### config.mk
export PLATFORM = sky130hd
export DESIGN_NAME = pm_loader
export DESIGN_NICKNAME = d
export VERILOG_FILES = /design/src/rtl/pm_loader.sv
export SDC_FILE = /design/constraint.sdc
export NUM_CORES = 1
export LEC_CHECK = 0
export ABC_AREA = 1
export BUFFER_PORTS_ARGS = -buffer_cell sky130_fd_sc_hd__buf_2
export CORE_UTILIZATION = 53
export DETAILED_ROUTE_END_ITERATION = 7
export GPL_TIMING_DRIVEN = 0
export PLACE_DENSITY = 0.76
export SLEW_MARGIN = 10
export SYNTH_ARGS = -nofsm -noshare
export SYNTH_HDL_FRONTEND = slang
export SYNTH_SLANG_ARGS = --single-unit
export TNS_END_PERCENT = 50
### constraint.sdc
create_clock -name clk -period 1.5 [get_ports clk]
set_input_delay 0.075 -clock clk [delete_from_list [all_inputs] [get_ports clk]]
set_output_delay 0.075 -clock clk [all_outputs]
set_load 0.05 [all_outputs]
### src/rtl/pm_loader.sv
// Boot loader: streams host bytes into PMD_SIZE-bit words and writes them to program memory.
// One PM write per PMD_SIZE/8+1 cycles at full host rate; host_ready drops during WRITE, DONE, ERR and IDLE.
module pm_loader #(
  parameter int PMA_SIZE = 16,
  parameter int PMD_SIZE = 48
) (
  input  logic                clk,
  input  logic                reset,
  input  logic                load_start,
  input  logic [7:0]          host_dt,
  input  logic                host_valid,
  output logic                host_ready,
  output logic                ldr_pm_cslt,
  output logic                ldr_pm_wrb,
  output logic [PMA_SIZE-1:0] ldr_pm_add,
  output logic [PMD_SIZE-1:0] ldr_pm_dt,
  output logic                core_hold,
  output logic                load_done,
  output logic                load_err
);

  localparam int BPW = PMD_SIZE / 8;
  localparam int BIW = $clog2((BPW > 4) ? BPW : 4);
  localparam logic [BIW-1:0] HDR_LAST = BIW'(3);
  localparam logic [BIW-1:0] DAT_LAST = BIW'(BPW - 1);

  typedef enum logic [2:0] {IDLE, HDR, DATA, WRITE, DONE, ERR} state_t;

  state_t                state, state_nxt;
  logic [BIW-1:0]        byte_idx;
  logic [23:0]           hdr_q;
  logic [31:0]           hdr_nxt;
  logic [PMA_SIZE-1:0]   addr;
  logic [15:0]           remain;
  logic [PMD_SIZE-9:0]   asm_q;
  logic [PMD_SIZE-1:0]   asm_nxt;
  logic                  accept;

  // The last header/data byte is merged on the fly so the decision needs no extra cycle.
  assign hdr_nxt = {hdr_q, host_dt};
  assign asm_nxt = {asm_q, host_dt};
  assign accept  = host_valid && host_ready;

  always_ff @(posedge clk or negedge reset) begin
    if (!reset) state <= IDLE;
    else        state <= state_nxt;
  end

  always_comb begin
    state_nxt = state;
    case (state)
      IDLE, DONE, ERR: if (load_start) state_nxt = HDR;
      HDR:   if (accept && byte_idx == HDR_LAST)
               state_nxt = (hdr_nxt[15:0] == 16'd0) ? DONE : DATA;
      DATA:  if (accept && byte_idx == DAT_LAST) state_nxt = WRITE;
      WRITE: begin
        if (remain == 16'd1) state_nxt = DONE;
        else if (&addr)      state_nxt = ERR;
        else                 state_nxt = DATA;
      end
      default: state_nxt = IDLE;
    endcase
  end

  always_comb begin
    host_ready  = (state == HDR) || (state == DATA);
    ldr_pm_cslt = (state == WRITE);
    ldr_pm_wrb  = (state == WRITE);
    core_hold   = (state != DONE);
    load_done   = (state == DONE);
    load_err    = (state == ERR);
  end

  always_ff @(posedge clk or negedge reset) begin
    if (!reset) begin
      byte_idx   <= '0;
      hdr_q      <= '0;
      addr       <= '0;
      remain     <= '0;
      asm_q      <= '0;
      ldr_pm_add <= '0;
      ldr_pm_dt  <= '0;
    end else begin
      case (state)
        IDLE, DONE, ERR: if (load_start) byte_idx <= '0;
        HDR: if (accept) begin
          hdr_q <= hdr_nxt[23:0];
          if (byte_idx == HDR_LAST) begin
            byte_idx <= '0;
            addr     <= hdr_nxt[16 +: PMA_SIZE];
            remain   <= hdr_nxt[15:0];
          end else begin
            byte_idx <= byte_idx + 1'b1;
          end
        end
        DATA: if (accept) begin
          // PM port registers load here so they are stable for the whole WRITE cycle and hold after.
          if (byte_idx == DAT_LAST) begin
            byte_idx   <= '0;
            ldr_pm_add <= addr;
            ldr_pm_dt  <= asm_nxt;
          end else begin
            byte_idx <= byte_idx + 1'b1;
            asm_q    <= asm_nxt[PMD_SIZE-9:0];
          end
        end
        WRITE: begin
          remain <= remain - 16'd1;
          if (remain != 16'd1 && !(&addr)) addr <= addr + 1'b1;
        end
        default: ;
      endcase
    end
  end

endmodule

==> flow_results.org <==
** Outcome
- Outcome :: complete, but fails checks
- The final reports fail on negative setup slack.

** Critical path
- CP Buf/Inv Count :: 2
- Startpoint class of the critical path :: flop
- CP endpoint kind :: flop
- On the critical path the largest part of the delay comes from simple AND/OR/NAND/NOR gates.
- On the worst path, the slowest cell contributes a delay of 0.47 ns.
- Type of the setup path with the least slack :: flop to flop
- Critical Path RT :: 1.87 ns
- The largest individual stage delay along the critical path comes from the cell dfrtp_2.
- For the worst setup path, the data arrival time is approximately 2.2 ns.
- The signal on the critical path passes through buf_6, nand2_4, nor2_4, buf_6, a22oi_2, nand3_4, nor2_4, nand2_1, nand2_1.
- In this run the worst path has a maximum fanout of 5.

** Cells and area
- Antenna diode count :: 0
- Number of nets in the finished design :: 1101
- For this run, the number of standard cells in the final layout without fillers is roughly 1300.
- Compared with the post-synthesis result, the final layout area differs by 38.68%.
- Area of all placed cells without fillers :: between 10000 and 15000 um2
- Of the cells placed in the final design, the portion with a size suffix greater than 1 is 0.3291.

** STA
- Max-slew violations :: 0
- RSZ-0062 raised after global routing :: yes
- The number of hold violations in the final report came to 0.
- At the pin with the least slew margin, the transition time is between 0.5 and 0.6 ns.
- Hold is met by between 0.02 and 0.025 ns.
- Max transition margin :: 0.6460
- Finish-stage setup viols :: about 140
- Sum of negative setup slack :: -18.91 ns
- Between clock sinks in the finished design, the worst skew comes to between 0.008 and 0.009 ns.
- Final Critical Period :: about 1.8 ns
- In the post-route analysis, the smallest setup slack over all paths is -0.3297 ns.
- Of the available clock period, the critical path in the final layout requires 1.220.
- Based on the critical path, the design can be clocked at up to 546.6 MHz.

** Die
- The die covers between 10000 and 15000 um2.
- Number of placed I/O pins :: around 80
- In this run the standard cell core region covers approximately 14000 um2.
- In this run the vertical extent of the chip is between 100 and 150 um.
- The die is between 100 and 150 um wide.
- Row generation in the floorplan step produced 43 rows.
- The initial utilization of the core area, before any placement, comes to 0.5418.

** Logic synthesis
- Counting flops and latches in the post-synthesis netlist gives about 170.
- Largest family of logic cells by synthesized area :: simple AND/OR/NAND/NOR gates
- Cell count after synthesis :: 919
- The portion of synthesized area spent on multiplexers is 0.004492.
- For this run, the number of Yosys warnings is 0.
- Register area share after synthesis :: 0.5523
- Average cell area after synthesis :: 8.184 um2
- Post-Syn Area :: 7521 um2
- In this run, distinct cell masters in the synthesized netlist total 35.
- Post-synthesis net count :: ~940
- Of the total synthesized cell area, the portion taken by full adders, half adders and majority gates is 0.01331.
- Area fraction in and, or, nand and nor cells after synthesis :: 0.2422
- Of the total synthesized cell area, the portion taken by XOR and XNOR cells is 0.004658.
- The complex-gate fraction of the synthesized area came to 0.1116.

** Detailed routing
- The pre-antenna-repair detailed-routing pass consisted of 6 iterations.
- Per-cell via count in the routed design :: between 5 and 6
- DRC violation count after routing :: 0
- Post-DRT Antenna Nets :: 0
- Total detailed-routing wirelength :: approximately 23000 um
- The final route contains between 7000 and 8000 vias.
- After detailed routing, the average wire length per cell comes to between 15 and 20 um.
- Starting DRC count in detailed routing :: about 740

** Clock network
- The tree is rooted in a clkbuf_16.
- Counting every sink on the clock net gives roughly 170.
- After clock tree synthesis, the clock-pin slew on the worst setup and hold paths is ~0.06 ns.
- Insertion delay to the later sink of the worst-skew pair :: between 0.4 and 0.5 ns
- CTS Buf Count :: 17
- Number of levels the H-tree was split into :: 4
- TritonCTS built the clock tree.
- The clock passes through at most 2 buffers.

** GRT
- Total GRT Usage :: 0.2941
- Maximum number of pins on one net before global-route repair :: a little under 100
- Global-route wire length before repair :: about 33000 um
- The number of antenna violations at the first check in global routing was 1.
- Aggregate global routing overflow :: 0
- Vias in the first global route :: about 6700

** Power
- Power density of the placed cells :: around 1800 nW/um2
- Across the VDD grid, the largest voltage drop is 1.076 mV.
- Power consumption :: 19.09 mW
- In this run the static leakage power is a little over 5 nW.

** Place
- Half-perimeter wire length after detailed placement :: approximately 13000 um
- Once placement finished, the instance area stood at between 8000 and 9000 um2.
- At the end of routability-driven placement, the weighted congestion stood at approximately 0.9.
- Number of buffer cells added on primary ports :: between 80 and 90
- The number of placed instances, taps included, is between 1000 and 1500.

** Run
- Across the run, the number of max-cap violations was 0.

** Worst hold path
- The worst hold path belongs to the class input pin to flop.
report_power, final:
| part | leakage [nW] | switching, mW | internal (mW) |
|---|---|---|---|
| Combinational | 2.66 | 4.82 | 2.90 |
| Clock | 0.278 | 1.90 | 2.39 |
| Sequential | 2.20 | 1.23 | 5.84 |
| Total | 5.14 | 7.95 | 11.1 |
metal layers:
layer  track usage  up-vias  routed length [um]
met5             0        -                  10
met4        0.1235        2                1066
met3       0.06250      100                1715
met2        0.4657      379               11010
met1        0.3933     3503                9244
li1              -     3265                   -
worst reg2reg max path: stages, from the launching register on:
cell,delay [ns]
dfrtp_2,0.47
buf_6,0.14
nand2_4,0.07
nor2_4,0.06
buf_6,0.12
a22oi_2,0.28
nand3_4,0.18
nor2_4,0.19
nand2_1,0.15
nand2_1,0.10
sequential cells by signal, indices dropped and copies added (netlist names):
register and count:
hdr_q 24, addr 16, asm_q 40, ldr_pm_add 16, ldr_pm_dt 48, remain 16, state 3, byte_idx 3
synthesized netlist by cell type:
cell	number	area (um2)
nand2_1	302	1134
dfrtp_1	166	4154
inv_1	95	356.6
o21ai_0	90	450.4
nand3_1	65	325.3
nor2_1	55	206.5
o21ai_1	49	245.2
clkbuf_1	22	82.58
a21oi_1	10	50.05
buf_2	9	45.04
ha_1	8	100.1
nand4_1	5	31.28
inv_2	4	15.01
xor2_1	4	35.03
mux2_2	3	33.78
nand2_2	3	18.77
o221ai_1	3	26.28
buf_1	2	7.510
buf_6	2	22.52
nand2_4	2	22.52
nand3b_1	2	15.01
nor2_2	2	12.51
nor2_4	2	22.52
o211ai_1	2	15.01
o22ai_1	2	12.51
a21oi_2	1	8.760
a221oi_1	1	8.760
a22oi_1	1	7.510
and2_1	1	6.260
buf_4	1	7.510
nor3_1	1	5.000
nor3_4	1	16.27
o21a_1	1	7.510
o21bai_1	1	7.510
or2_2	1	6.260
per-stage QoR:
step                        util  setup WS, ns
after CTS                 0.7016      -0.09123
after detailed placement  0.5940       -0.4412
after global placement    0.5913        -2.185
final                     0.7514       -0.3297
after global routing      0.7514       -0.3284
after floorplan                -      -0.06468
final cells by class:
| type | instances | area [um2] |
|---|---|---|
| flip-flops and latches | 166 | 4161 |
| multi-input cells | 620 | 3552 |
| fillers | 931 | 3451 |
| repair buffers | 144 | 1176 |
| clock buffers | 20 | 456.7 |
| inverters | 99 | 389.1 |
| plain buffers | 33 | 352.8 |
| well taps | 180 | 225.2 |
| clock inverters | 12 | 116.4 |
path summary, 6_finish.rpt:
kind,from,to,slack [ns],depth (start not counted)
worst min-delay path,host_dt[3],ldr_pm_dt[3]$_DFFE_PN0P_,0.02,3
max in group asynchronous,reset,state[2]$_DFFE_PN0P_,0.47,3
worst min register to register,ldr_pm_dt[42]$_DFFE_PN0P_,ldr_pm_dt[42]$_DFFE_PN0P_,0.48,2
worst max-delay path,state[0]$_DFFE_PN0P_,state[0]$_DFFE_PN0P_,-0.33,9
min in group asynchronous,reset,ldr_pm_add[12]$_DFFE_PN0P_,0.17,2
worst max register to register,state[0]$_DFFE_PN0P_,state[0]$_DFFE_PN0P_,-0.33,9
cells by family after synthesis:
logic type      count (synthesis)
simple gates                  442
compound gates                161
fa+ha+maj                       8
buf+inv                       135
mux                             3
xor+xnor                        4
flops                         166
cells in the final DEF (no fill, tap or decap), drive strengths merged, types with 3 or more instances in the layout:
cell         instances
nand4                5
o221ai               3
inv                101
buf                155
nand2              309
xor2                 4
mux2                 3
dfrtp              166
nor2                59
nand3               65
o21ai              139
dlygate4sd3          7
clkbuf              35
a21oi               11
clkinv               7
ha                   8
timing repair:
action / in CTS / in global routing
gates resized for setup: 144 / 180
hold buffers: 7 / 0
pin swaps: 27 / 24
setup endpoints to repair: 172 / 169
hold endpoints to repair: 79 / 0
cloned: 3 / 6
setup buffers: 36 / 13
Power figures use the tool's default switching activity.
